**config.mk**
```make
export PLATFORM = sky130hd
export DESIGN_NAME = vga_timing_gen
export DESIGN_NICKNAME = d
export VERILOG_FILES = /design/src/rtl/vga_timing_gen_pkg.sv /design/src/rtl/vga_timing_gen_axis_counter.sv /design/src/rtl/vga_timing_gen.sv
export SDC_FILE = /design/constraint.sdc
export NUM_CORES = 1
export LEC_CHECK = 0
export CORE_ASPECT_RATIO = 1.2
export CORE_MARGIN = 10
export CORE_UTILIZATION = 35
export CTS_CLUSTER_DIAMETER = 60
export DETAILED_ROUTE_END_ITERATION = 8
export MAX_ROUTING_LAYER = met4
export PLACE_DENSITY = 0.65
export SYNTH_ARGS = -nofsm -noshare
export SYNTH_HDL_FRONTEND = slang
export SYNTH_HIERARCHICAL = 1
export SYNTH_SLANG_ARGS = --single-unit
export TNS_END_PERCENT = 1
```
**constraint.sdc**
```tcl
create_clock -name clk -period 2.3 [get_ports clk]
set_input_delay 0.23 -clock clk [delete_from_list [all_inputs] [get_ports clk]]
set_output_delay 0.23 -clock clk [all_outputs]
set_load 0.02 [all_outputs]
```
**src/rtl/vga_timing_gen_pkg.sv**
```systemverilog
// rtl/vga_timing_gen_pkg.sv - shared phase encoding and default 640x480@60 mode constants
package vga_timing_gen_pkg;

  typedef enum logic [1:0] {
    PH_ACTIVE = 2'd0,
    PH_FRONT  = 2'd1,
    PH_SYNC   = 2'd2,
    PH_BACK   = 2'd3
  } phase_e;

  localparam int DEF_WIDTH    = 11;
  localparam int DEF_H_ACTIVE = 640;
  localparam int DEF_H_FP     = 16;
  localparam int DEF_H_SYNC   = 96;
  localparam int DEF_H_BP     = 48;
  localparam int DEF_V_ACTIVE = 480;
  localparam int DEF_V_FP     = 10;
  localparam int DEF_V_SYNC   = 2;
  localparam int DEF_V_BP     = 33;
  localparam bit DEF_H_POL    = 1'b0;
  localparam bit DEF_V_POL    = 1'b0;

endpackage

```
**src/rtl/vga_timing_gen_axis_counter.sv**
```systemverilog
// rtl/vga_timing_gen_axis_counter.sv - one raster axis: wrapping counter plus ACTIVE/FRONT/SYNC/BACK phase
module vga_axis_counter
  import vga_timing_gen_pkg::*;
#(
  parameter int ACTIVE = 640,
  parameter int FP     = 16,
  parameter int SYNC   = 96,
  parameter int BP     = 48,
  parameter bit POL    = 1'b0,
  parameter int WIDTH  = 11
) (
  input  logic             clk,
  input  logic             rst_n,
  input  logic             step,
  output logic [WIDTH-1:0] count,
  output logic             wrap,
  output logic             sync,
  output logic             active
);

  localparam int TOTAL = ACTIVE + FP + SYNC + BP;
  localparam logic [WIDTH-1:0] LAST     = WIDTH'(TOTAL - 1);
  localparam logic [WIDTH-1:0] END_ACT  = WIDTH'(ACTIVE - 1);
  localparam logic [WIDTH-1:0] END_FP   = WIDTH'(ACTIVE + FP - 1);
  localparam logic [WIDTH-1:0] END_SYNC = WIDTH'(ACTIVE + FP + SYNC - 1);

  generate
    if (TOTAL > (2 ** WIDTH)) begin : g_bad_total
      $error("vga_axis_counter: total %0d does not fit in %0d bits", TOTAL, WIDTH);
    end
    if (ACTIVE < 1 || SYNC < 1) begin : g_bad_len
      $error("vga_axis_counter: ACTIVE and SYNC must be at least 1");
    end
  endgenerate

  logic [WIDTH-1:0] count_q, count_d;
  phase_e           phase_q, phase_d;

  // Phase moves on the step that lands the counter on the next boundary;
  // a zero-length porch is jumped over in that same step.
  always_comb begin
    count_d = count_q;
    phase_d = phase_q;
    if (step) begin
      if (count_q == LAST) begin
        count_d = '0;
        phase_d = PH_ACTIVE;
      end else begin
        count_d = count_q + WIDTH'(1);
        if (count_q == END_ACT) begin
          phase_d = (FP == 0) ? PH_SYNC : PH_FRONT;
        end else if (FP != 0 && count_q == END_FP) begin
          phase_d = PH_SYNC;
        end else if (BP != 0 && count_q == END_SYNC) begin
          phase_d = PH_BACK;
        end
      end
    end
  end

  always_ff @(posedge clk) begin
    if (!rst_n) begin
      count_q <= '0;
      phase_q <= PH_ACTIVE;
    end else begin
      count_q <= count_d;
      phase_q <= phase_d;
    end
  end

  assign count  = count_q;
  assign wrap   = step && (count_q == LAST);
  assign sync   = (phase_q == PH_SYNC) ? POL : ~POL;
  assign active = (phase_q == PH_ACTIVE);

endmodule

```
**src/rtl/vga_timing_gen.sv**
```systemverilog
// rtl/vga_timing_gen.sv - free-running VGA raster timing generator with registered outputs
module vga_timing_gen
  import vga_timing_gen_pkg::*;
#(
  parameter int WIDTH    = DEF_WIDTH,
  parameter int H_ACTIVE = DEF_H_ACTIVE,
  parameter int H_FP     = DEF_H_FP,
  parameter int H_SYNC   = DEF_H_SYNC,
  parameter int H_BP     = DEF_H_BP,
  parameter int V_ACTIVE = DEF_V_ACTIVE,
  parameter int V_FP     = DEF_V_FP,
  parameter int V_SYNC   = DEF_V_SYNC,
  parameter int V_BP     = DEF_V_BP,
  parameter bit H_POL    = DEF_H_POL,
  parameter bit V_POL    = DEF_V_POL
) (
  input  logic             clk,
  input  logic             rst_n,
  input  logic             en,
  output logic             out_hsync,
  output logic             out_vsync,
  output logic [WIDTH-1:0] out_hdata,
  output logic [WIDTH-1:0] out_vdata,
  output logic             out_blank,
  output logic             out_frame
);

  logic [WIDTH-1:0] h_count, v_count;
  logic             h_wrap, v_wrap;
  logic             h_sync, v_sync;
  logic             h_active, v_active;

  vga_axis_counter #(
    .ACTIVE(H_ACTIVE), .FP(H_FP), .SYNC(H_SYNC), .BP(H_BP), .POL(H_POL), .WIDTH(WIDTH)
  ) u_h_axis (
    .clk(clk), .rst_n(rst_n), .step(en),
    .count(h_count), .wrap(h_wrap), .sync(h_sync), .active(h_active)
  );

  vga_axis_counter #(
    .ACTIVE(V_ACTIVE), .FP(V_FP), .SYNC(V_SYNC), .BP(V_BP), .POL(V_POL), .WIDTH(WIDTH)
  ) u_v_axis (
    .clk(clk), .rst_n(rst_n), .step(en & h_wrap),
    .count(v_count), .wrap(v_wrap), .sync(v_sync), .active(v_active)
  );

  logic             hsync_q, vsync_q, blank_q, frame_q;
  logic             hsync_d, vsync_d, blank_d, frame_d;
  logic [WIDTH-1:0] hdata_q, vdata_q;

  always_comb begin
    hsync_d = h_sync;
    vsync_d = v_sync;
    blank_d = ~(h_active & v_active);
    frame_d = (h_count == '0) && (v_count == '0) && en;
  end

  // Outputs show the counters as they stood before this edge; en=0 freezes everything.
  always_ff @(posedge clk) begin
    if (!rst_n) begin
      hdata_q <= '0;
      vdata_q <= '0;
      blank_q <= 1'b1;
      frame_q <= 1'b0;
      hsync_q <= ~H_POL;
      vsync_q <= ~V_POL;
    end else if (en) begin
      hdata_q <= h_count;
      vdata_q <= v_count;
      blank_q <= blank_d;
      frame_q <= frame_d;
      hsync_q <= hsync_d;
      vsync_q <= vsync_d;
    end
  end

  assign out_hsync = hsync_q;
  assign out_vsync = vsync_q;
  assign out_hdata = hdata_q;
  assign out_vdata = vdata_q;
  assign out_blank = blank_q;
  assign out_frame = frame_q;

endmodule
```
==> results.py, run 1 <==
metrics = {
    "floorplan": {
        "placement_rows": 33,
        "die_w_microns": 97.2,
        "initial_core_util_pct": 36.3,
        "dieHeight_microns": 113,
        "num_io_pins": 29,
    },
    "clocking": {
        "cts_hold_repair.buffers": 0,
        "clk_path_buf_depth": 2,
        "clockRootBuffer": "sky130_fd_sc_hd__clkbuf_8",
        "number_of_gates_resized_after_cts": 1,
        "clock_sinks": 52,
        "tritoncts.num_buffers": 5,
        "post_cts_setup_driven_buffer_insertion_count": 0,
        "ctsHtreeMaxLevel": 2,
    },
    "logic_synthesis": {
        "syn_area_sq_mm": 0.00250,
        "post_synth.cell_area_avg_sq_um": 9.49,
        "synth_warnings": 6,
        "synth_cells": 264,
        "synth_fp_nets": 273,
    },
    "outcome": {
        "run_status": "did not finish",
        "last-stage-reached": "5_2_route",
        "error_line": "[ERROR DRT-0255] Maze Route cannot find path of net clk in worker of routeBox ( 48300 0 ) ( 97225 48300 ).",
    },
    "place": {
        "detailedPlacementHpwl_microns": 4390,
        "port_buffers": 28,
        "routabilityCongestion": 0.931,
        "placedInstanceArea_sq_mm": 0.00298,
    },
    "global_route": {
        "first_global_vias": 2037,
        "grt_use_total_pct": 11.2,
        "grt_first_pass_wirelength_microns": 10100,
        "grt-ovfl-total": 0,
        "pin_count_of_the_biggest_net_entering_global_routing": 26,
        "antenna_found_initial": 0,
    },
    "sta": {
        "worstEndpointType": "register input",
        "postGrtWorstEndpoint": "u_v_axis/count[10]$_SDFFE_PN0P_/D",
    },
}
-- metrics by stage --
stage	hold WS [ns]	setup slack, ns	setup TNS, ns	utilization, %	std cells
floorplan	0.358	0.0650	0	-	264
global placement	0.458	0.110	0	43.2	386
detailed placement	0.462	-0.0342	-0.0646	43.2	386
CTS	0.334	0.0900	0	44.6	394
global route	0.379	0.00389	0	44.8	394
-- metal layers --
layer  track usage (%)
met2              18.7
met5                 -
met1              12.3
met4              5.92
met3              2.27
==> inputs of run 2 (changes only) <==
CORE_ASPECT_RATIO = not set   (was 1.2)
CORE_UTILIZATION = 20   (was 35)
CTS_CLUSTER_DIAMETER = not set   (was 60)
MAX_ROUTING_LAYER = not set   (was met4)
PLACE_DENSITY = not set   (was 0.65)
PLACE_DENSITY_LB_ADDON = 0.15   (was not set)
clock period = 3 ns   (was 2.3 ns; I/O delays follow)
==> results.py, run 2 <==
metrics = {
    "outcome": {
        "run_status": "finished clean",
    },
    "global_route": {
        "pin_count_of_the_biggest_net_entering_global_routing": 38,
        "grt-ovfl-total": 0,
        "grt_first_pass_wirelength_microns": 11400,
        "grt_use_total_pct": 8.07,
        "first_global_vias": 2046,
        "antenna_found_initial": 0,
    },
    "clocking": {
        "number_of_gates_resized_after_cts": 0,
        "clock_sinks": 52,
        "clockRootBuffer": "sky130_fd_sc_hd__clkbuf_16",
        "clk_path_buf_depth": 2,
        "tritoncts.num_buffers": 5,
        "cts.reportedPaths.clkPinSlew_ns": 0.07,
        "post_cts_setup_driven_buffer_insertion_count": 0,
        "clkLatencyLatePin_ns": 0.29,
        "cts_tree": "yes",
        "ctsHtreeMaxLevel": 2,
        "cts_hold_repair.buffers": 0,
    },
    "floorplan": {
        "floorplan.die_area_sq_mm": 0.0174,
        "dieHeight_microns": 132,
        "num_io_pins": 29,
        "placement_rows": 40,
        "initial_core_util_pct": 20.6,
        "core_region_sq_mm": 0.0122,
        "die_w_microns": 132,
    },
    "setup_path": {
        "cp_num_buf_inv": 1,
        "timing.critical_path.from_type": "register",
        "r2r-start": "u_h_axis/count[6]$_SDFFE_PN0P_",
        "cell_chain_critical_path": "nor2_1, and4_2, and4_1, and2_1, inv_1, nor4_1, and3_1, xnor2_1, nor2_1",
        "arrival_ns": 2.73,
        "reg2reg_slack_ns": 0.46,
        "crit_path_max_incr_delay_ns": 0.55,
        "slowest_stage_cell_crit_path": "sky130_fd_sc_hd__nor4_1",
        "cpMostUsedCell": "sky130_fd_sc_hd__nor2_1",
        "cp.required_ns": 3.19,
        "crit_path_max_fanout": 13,
        "timing.critical_path.max_delay_family": "simple AND/OR/NAND/NOR gates",
        "worstRegToRegCells": 9,
        "critical_path_class": "register to register",
        "endpoint_kind": "register",
        "critical_path_cell_count": 9,
        "timing.rr.end": "u_v_axis/count[7]$_SDFFE_PN0P_",
    },
    "detailed_routing": {
        "detailed_route_wl_microns": 6890,
        "drc": 0,
        "route.detailed.vias_per_inst": 4.31,
        "initialDrtViolationCount": 140,
        "num_vias": 2000,
        "route.antenna.remaining_nets": 0,
        "avgRoutedWirePerCell_microns": 14.8,
        "firstDrtPassIters": 4,
    },
    "finish": {
        "layout.filler_cells": 1320,
        "areaGrowthSynthToFinish_pct": 26.9,
        "layout.cells.most_common_list": "sky130_fd_sc_hd__dfxtp_1 (52), sky130_fd_sc_hd__clkdlybuf4s50_1 (27), sky130_fd_sc_hd__mux2i_1 (25)",
        "layout_commonest_cell": "sky130_fd_sc_hd__dfxtp_1",
        "post_route_cells_drive_above_1_share_pct": 9.12,
        "final_net_count": 304,
        "count_of_antenna_diodes_in_the_layout": 0,
    },
    "sta": {
        "min_period_ns": 2.54,
        "final_hold_fails": 0,
        "fin_crit_sh_pct": 84.7,
        "worstMarginPinSlew_ns": 0.993,
        "maxClockFrequency_mhz": 394,
        "setup_viol_count_final": 0,
        "final.setup_skew_ns": 0.00541,
        "postLayoutSetupSlackWorst_ns": 0.460,
        "rsz0062_at_grt": "no",
        "totalNegativeSetupSlack_ns": 0,
        "drv_slew": 0,
        "relSlewSlack_pct": 33.1,
    },
    "power_and_ir_drop": {
        "power.static_leakage_uw": 0.00115,
        "pwr-share-clk_pct": 47.6,
        "sequentialPowerShare_pct": 47.6,
        "comb_power_share_pct": 4.8,
        "irDropWorstVdd_mv": 0.201,
        "powerDensity_mw_per_mm2": 464,
        "p_sw_share_pct": 21.0,
        "cellInternalPower_uw": 1170,
        "p_switching_uw": 310,
    },
    "logic_synthesis": {
        "synth_cells": 264,
        "synth_warnings": 6,
        "synth_fp_nets": 273,
        "syn_area_sq_mm": 0.00250,
        "post_synth.cell_area_avg_sq_um": 9.49,
    },
    "min_path": {
        "min-delay-start": "out_hsync$_SDFFE_PN1P_",
        "hold_path_class": "register to register",
        "min_path_cells": 2,
        "worst_min_delay_path_endpoint": "out_hsync$_SDFFE_PN1P_",
    },
    "place": {
        "port_buffers": 28,
        "routabilityCongestion": 0.751,
        "detailedPlacementHpwl_microns": 4770,
        "pre_cts_setup_slack_ns": 0.485,
    },
    "flow_run": {
        "max_cap_viol_count": 0,
    },
}
-- run 2: power groups by stage --
stage	clock (uW)	sequential, uW	combinational [uW]
6_report	703	703	70.3
5_1_grt	764	703	78.8
4_1_cts	730	702	72.3
3_5_place_dp	0	719	72.0
3_3_place_gp	0	719	72.7
2_1_floorplan	0	721	40.8
-- run 2: metal layers --
| layer | part of all wire, % | global-route usage (%) |
|---|---|---|
| met1 | 53 | 11.1 |
| met5 | 0 | 0 |
| met4 | 1.3 | 3.15 |
| met3 | 4.8 | 2.55 |
| met2 | 41 | 11.3 |
-- run 2: worst min-delay path, cell delays in order, from the launching register on --
cell	delay, ns
sky130_fd_sc_hd__dfxtp_1	0.33
sky130_fd_sc_hd__mux2i_1	0.07
sky130_fd_sc_hd__nand2_1	0.06
-- run 2: layout make-up --
class | instances | area, sq um | area share (%)
Tap cell | 168 | 210 | 6.61
Multi-Input combinational cell | 191 | 1380 | 43.3
Sequential cell | 52 | 1040 | 32.8
Clock buffer | 7 | 153 | 4.80
Clock inverter | 1 | 30.0 | 0.945
Timing Repair Buffer | 36 | 335 | 10.6
Inverter | 9 | 33.8 | 1.06
-- run 2: worst max-delay path by stage --
| stage | start | endpoint | slack, ns |
|---|---|---|---|
| after floorplan | u_h_axis/count[5]$_SDFFE_PN0P_ | u_v_axis/count[7]$_SDFFE_PN0P_ | 0.76 |
| after global placement | u_h_axis/count[0]$_SDFFE_PN0P_ | u_v_axis/count[7]$_SDFFE_PN0P_ | 0.57 |
| after detailed placement | u_h_axis/count[6]$_SDFFE_PN0P_ | u_v_axis/count[9]$_SDFFE_PN0P_ | 0.48 |
| after CTS | u_h_axis/count[6]$_SDFFE_PN0P_ | u_v_axis/count[7]$_SDFFE_PN0P_ | 0.46 |
| after global routing | u_h_axis/count[0]$_SDFFE_PN0P_ | u_v_axis/count[7]$_SDFFE_PN0P_ | 0.22 |
| final | u_h_axis/count[6]$_SDFFE_PN0P_ | u_v_axis/count[7]$_SDFFE_PN0P_ | 0.46 |
-- run 2: stage by stage --
stage	instances	power [uW]	utilization [%]	hold slack, ns	area, sq um
after floorplan	264	762	-	0.428	2500
after global placement	456	791	24.6	0.468	3000
after detailed placement	456	790	24.6	0.465	3000
after CTS	464	1500	26.1	0.482	3180
after global routing	464	1550	26.1	0.511	3180
final	464	1480	26.1	0.480	3180
Note: power is estimated with default switching activity, not from simulation.
